`config.mk`:
```
export PLATFORM = sky130hd
export DESIGN_NAME = serial_sub
export DESIGN_NICKNAME = d
export VERILOG_FILES = /design/src/rtl/serial_sub_pkg.sv /design/src/rtl/serial_sub_fsub.sv /design/src/rtl/serial_sub.sv
export SDC_FILE = /design/constraint.sdc
export NUM_CORES = 1
export LEC_CHECK = 0
export BUFFER_PORTS_ARGS = -buffer_cell sky130_fd_sc_hd__buf_2
export CAP_MARGIN = 10
export CORE_MARGIN = 3
export CORE_UTILIZATION = 40
export CTS_BUF_LIST = sky130_fd_sc_hd__clkbuf_16
export DETAILED_ROUTE_END_ITERATION = 10
export GPL_TIMING_DRIVEN = 0
export PLACE_DENSITY = 0.63
export SETUP_SLACK_MARGIN = 0.2
export SLEW_MARGIN = 5
export SYNTH_ARGS = -nofsm -noshare
export SYNTH_HDL_FRONTEND = slang
export SYNTH_SLANG_ARGS = --single-unit
```
`constraint.sdc`:
```
create_clock -name clk -period 1.46 [get_ports clk]
set_input_delay 0.073 -clock clk [delete_from_list [all_inputs] [get_ports clk]]
set_output_delay 0.073 -clock clk [all_outputs]
set_load 0.02 [all_outputs]
```
`src/rtl/serial_sub_pkg.sv`:
```
// Shared types and sizing helpers for the bit-serial subtractor.
package serial_sub_pkg;

  typedef enum logic [1:0] {
    IDLE,
    BUSY,
    DONE
  } state_t;

  function automatic int steps_of(input int width, input int bpc);
    return width / bpc;
  endfunction

  // Step counter must hold 0..steps-1; keep at least one bit.
  function automatic int cnt_width(input int steps);
    return (steps < 2) ? 1 : $clog2(steps);
  endfunction

endpackage

```
`src/rtl/serial_sub_fsub.sv`:
```
// One-bit full subtractor cell: d = a - b - bin with borrow-out.
module fsub (
  input  logic a,
  input  logic b,
  input  logic bin,
  output logic d,
  output logic bout
);

  assign d    = a ^ b ^ bin;
  assign bout = (~a & b) | (~(a ^ b) & bin);

endmodule

```
`src/rtl/serial_sub.sv`:
```
// Multi-cycle unsigned subtractor, BITS_PER_CYCLE bits per clock, LSB first.
// Optional saturate-to-zero on final borrow: define SERIAL_SUB_SAT_EN.
module serial_sub
  import serial_sub_pkg::*;
#(
  parameter int WIDTH          = 16,
  parameter int BITS_PER_CYCLE = 1
) (
  input  logic             clk,
  input  logic             rst,
  input  logic             in_valid,
  output logic             in_ready,
  input  logic [WIDTH-1:0] a,
  input  logic [WIDTH-1:0] b,
  input  logic             bin,
  output logic             out_valid,
  input  logic             out_ready,
  output logic [WIDTH-1:0] diff,
  output logic             bout,
  output logic             zero
);

  localparam int STEPS = steps_of(WIDTH, BITS_PER_CYCLE);
  localparam int CW    = cnt_width(STEPS);
  localparam logic [CW-1:0] LAST = CW'(STEPS - 1);

  if (WIDTH < 2) begin : g_bad_width
    $error("serial_sub: WIDTH must be at least 2");
  end
  if (BITS_PER_CYCLE < 1 || BITS_PER_CYCLE > WIDTH || (WIDTH % BITS_PER_CYCLE) != 0) begin : g_bad_bpc
    $error("serial_sub: BITS_PER_CYCLE must divide WIDTH");
  end

  state_t           state_q, state_d;
  logic [WIDTH-1:0] a_q, a_d;
  logic [WIDTH-1:0] b_q, b_d;
  logic [WIDTH-1:0] res_q, res_d;
  logic [WIDTH-1:0] diff_q, diff_d;
  logic [CW-1:0]    cnt_q, cnt_d;
  logic             borrow_q, borrow_d;
  logic             bout_q, bout_d;
  logic             zero_q, zero_d;

  logic [BITS_PER_CYCLE:0]         chain_b;
  logic [BITS_PER_CYCLE-1:0]       chain_d;
  logic [WIDTH+BITS_PER_CYCLE-1:0] res_ext;
  logic [WIDTH-1:0]                res_shift;

  assign chain_b[0] = borrow_q;

  for (genvar i = 0; i < BITS_PER_CYCLE; i++) begin : g_chain
    fsub u_fsub (
      .a    (a_q[i]),
      .b    (b_q[i]),
      .bin  (chain_b[i]),
      .d    (chain_d[i]),
      .bout (chain_b[i+1])
    );
  end

  // New digits enter at the top so the LSB-first result lands in place after STEPS shifts.
  assign res_ext   = {chain_d, res_q};
  assign res_shift = WIDTH'(res_ext >> BITS_PER_CYCLE);

  always_comb begin
    state_d  = state_q;
    a_d      = a_q;
    b_d      = b_q;
    res_d    = res_q;
    diff_d   = diff_q;
    cnt_d    = cnt_q;
    borrow_d = borrow_q;
    bout_d   = bout_q;
    zero_d   = zero_q;

    case (state_q)
      IDLE: begin
        if (in_valid) begin
          a_d      = a;
          b_d      = b;
          borrow_d = bin;
          cnt_d    = '0;
          state_d  = BUSY;
        end
      end
      BUSY: begin
        a_d      = a_q >> BITS_PER_CYCLE;
        b_d      = b_q >> BITS_PER_CYCLE;
        borrow_d = chain_b[BITS_PER_CYCLE];
        res_d    = res_shift;
        cnt_d    = cnt_q + CW'(1);
        if (cnt_q == LAST) begin
          state_d = DONE;
          bout_d  = chain_b[BITS_PER_CYCLE];
`ifdef SERIAL_SUB_SAT_EN
          if (chain_b[BITS_PER_CYCLE]) begin
            diff_d = '0;
            zero_d = 1'b1;
          end else begin
            diff_d = res_shift;
            zero_d = (res_shift == '0);
          end
`else
          diff_d = res_shift;
          zero_d = (res_shift == '0);
`endif
        end
      end
      DONE: begin
        if (out_ready) begin
          state_d = IDLE;
        end
      end
      default: begin
        state_d = IDLE;
      end
    endcase
  end

  always_ff @(posedge clk) begin
    if (rst) begin
      state_q  <= IDLE;
      a_q      <= '0;
      b_q      <= '0;
      res_q    <= '0;
      diff_q   <= '0;
      cnt_q    <= '0;
      borrow_q <= 1'b0;
      bout_q   <= 1'b0;
      zero_q   <= 1'b0;
    end else begin
      state_q  <= state_d;
      a_q      <= a_d;
      b_q      <= b_d;
      res_q    <= res_d;
      diff_q   <= diff_d;
      cnt_q    <= cnt_d;
      borrow_q <= borrow_d;
      bout_q   <= bout_d;
      zero_q   <= zero_d;
    end
  end

  assign in_ready  = (state_q == IDLE);
  assign out_valid = (state_q == DONE);
  assign diff      = diff_q;
  assign bout      = bout_q;
  assign zero      = zero_q;

endmodule
```
==> impl_metrics.toml <==
[status]
status = "finished, final reports clean"

[sta]
post-route-period-util = 0.894
max_freq_mhz = 766
holdWs_ps = 36.1
tightest_slew_ps = 572
rsz0062_at_grt = "yes"
slew_headroom = 0.618
finalSetupViolCount = 0
drv_slew = 0
hold_violations = 0
clock_skew_ps = 9.43
fin_ws_ps = 155
min_period_ps = 1300

[synthesis]
ys_types = 33
ys_warn_count = 0
synth_top_cell_area_share = 0.470
synth_edf_count = 0
synth_nets = 405
synth_most_common_cell = "dfxtp_1"
synthTopCellsByArea = "dfxtp_1 47%, a211oi_1 7.6%, nor2_1 7.6%, o2bb2ai_1 7.4%, a21oi_1 5.4%"
async_flop_share = 0
ys_seq_area_frac = 0.470
avgSynthCellArea_sq_um = 8.38
synthFlopType = "dfxtp_1"
synthesis.area_sq_um = 3070
synth_top_cells_by_count = "72 x dfxtp_1, 62 x nor2_1, 33 x a21oi_1, 33 x nand2_1, 31 x a211oi_1"
ys_seq_elements = 72
syn_inst = 366
synth_area_leader_cell = "dfxtp_1"

[layout]
diodes = 0
drive_gt1_frac = 0.307
syn_to_final_growth_pct = 34.8
finish.instance_area_sq_um = 4140
layout.nets = 484
instances_no_fill = 549

[worst_hold_path]
worstHoldEndpoint = "a_q[15]$_SDFFE_PP0P_"
hp-class = "in2reg"
hold_depth = 3
hold_path_startpoint = "a[15]"

[power_and_ir_drop]
irDropWorstVdd_uv = 618
p_leak_nw = 1.60
power.density_nw_per_um2 = 1200
finalPower_mw = 4.96

[placed_design]
io_buffers = 55
preCtsSetupSlack_ps = -65.8
dp.cells = 520
gp_congestion = 0.796
postPlaceCellArea_sq_um = 3470
dpl.hpwl_mm = 5.20

[setup_path]
cpMaxStageDelayCell = "fa_2"
critPathRequiredTime_ps = 1720
regToRegEndpoint = "diff[15]$_SDFFE_PP0P_"
r2r_start = "b_q[0]$_SDFFE_PP0P_"
cp_data_arrival_time_ps = 1570
cp_num_buf_inv = 2
worst_setup_path_start_kind = "flop"
cp_max_fo = 2
reg2reg_depth = 5
crit_path_end_kind = "flop"
path_class = "reg2reg"
r2r_slack_ps = 160
startpoint = "b_q[0]$_SDFFE_PP0P_"
crit_chain = "inv_2, fa_2, buf_4, nand3_1, a21oi_1"
critical-path-top-delay-family = "adder cells"
slowest_delay_ps = 580

[detailed_routing]
drt-total-wl_mm = 7.91
via_per_inst = 5.34
drcViolationCount = 0
avgRoutedWirePerCell_microns = 14.4
drtIter0Drc = 123
final_antenna_net_count = 0
dr_total_vias = 2929
firstDrtPassIters = 4

[die]
core_area_sq_um = 7330
num_io_pins = 57
rows = 31
die_w_microns = 93.6
start_util = 0.419
die_area_sq_um = 8760
die_h_microns = 93.6

[clock_tree]
holdBufCountCts = 0
h-tree-depth = 3
numCtsBuffers = 9
path_clk_slew_ps = 60
clock_latency_ps = 340
clock_sinks = 72
cts_tree = "yes"
cts_root_buf = "clkbuf_16"
clock_path_buffers = 2

[global_route]
grt_remaining_overflow = 0
antenna_found_initial = 0
grt_max_degree = 15
grt_pass1_vias = 2679
met2_usage = 0.284
grt_use_total = 0.182
grt_pass1_wl_mm = 12.7
met1_usage = 0.244
top_usage_layer = "met2"
grt_use_met3 = 0.0442

[job]
drv_cap = 0
[worst min-delay path: stages]
cell and delay (ps):
buf_2 80, a32oi_1 80, nor2_1 90
[report_power, final]
group / switching (mW) / total [mW] / leakage (nW) / internal, mW
Sequential: 0.0545 / 2.11 / 0.591 / 2.06
Combinational: 0.311 / 0.603 / 0.866 / 0.293
Clock: 0.906 / 2.25 / 0.143 / 1.34
Total: 1.27 / 4.96 / 1.60 / 3.69
[flip-flops by register name, summed over array words and instances, names as in the netlist]
register	flops
a_q	16
b_q	16
borrow_q	1
bout	1
cnt_q	4
diff	16
res_q	15
state_q	2
zero	1
[layer usage]
layer  wire (microns)  up-vias
met5                0        -
met4              175        0
met3              334       15
met2             3650       68
met1             3750     1378
li1                 -     1468
[worst max path at each step]
stage	endpoint	slack (ps)	depth (start not counted)
final	diff[15]$_SDFFE_PP0P_	160	5
after floorplan	zero$_SDFFE_PP0P_	180	5
after global routing	zero$_SDFFE_PP0P_	50	5
after CTS	zero$_SDFFE_PP0P_	100	5
after detailed placement	diff[12]$_SDFFE_PP0P_	-70	5
after global placement	diff[12]$_SDFFE_PP0P_	-30	5
[cell families after synthesis]
kind of cell | count (synthesis) | synth area share
flops | 72 | 0.470
compound gates | 124 | 0.273
simple gates | 129 | 0.178
buf+inv | 39 | 0.0689
fa+ha+maj | 2 | 0.0106
[timing repair]
action | in CTS | in global routing
gates resized for setup | 20 | 63
pin swaps | 3 | 4
buffers inserted | 6 | 1
endpoints found under the setup margin | 23 | 63
gates cloned | 1 | 5
[area by class of cell]
| cell class | count | area (sq um) |
|---|---|---|
| clock inverter | 7 | 80.1 |
| sequential | 72 | 1450 |
| fill | 664 | 3200 |
| timing repair buffer | 68 | 433 |
| inverter | 5 | 18.8 |
| multi-input combinational | 255 | 1540 |
| buffer | 34 | 267 |
| clock buffer | 9 | 225 |
| tap | 99 | 124 |
[layout by cell type, fill, tap and decap left out, types with 4 or more instances in the layout]
cell type | synthesis | layout
buf_4 | 8 | 13
dfxtp_1 | 72 | 66
buf_6 | 3 | 11
nor2_1 | 62 | 61
a21oi_1 | 33 | 29
a21oi_2 | 0 | 4
buf_2 | 9 | 59
a211oi_1 | 31 | 29
clkbuf_1 | 13 | 10
o21ai_0 | 20 | 8
dfxtp_2 | 0 | 5
o21ai_1 | 0 | 11
buf_8 | 0 | 4
inv_1 | 5 | 4
nand2_1 | 33 | 32
o22ai_1 | 4 | 4
o2bb2ai_1 | 26 | 26
nand3_1 | 20 | 18
clkbuf_16 | 0 | 12
[per-stage QoR]
stage                      util  setup TNS, ps
after global placement    0.473           -128
after floorplan               -              0
after CTS                 0.530              0
after detailed placement  0.473           -324
final                     0.564              0
after global routing      0.564              0
Power figures use the tool's default switching activity.
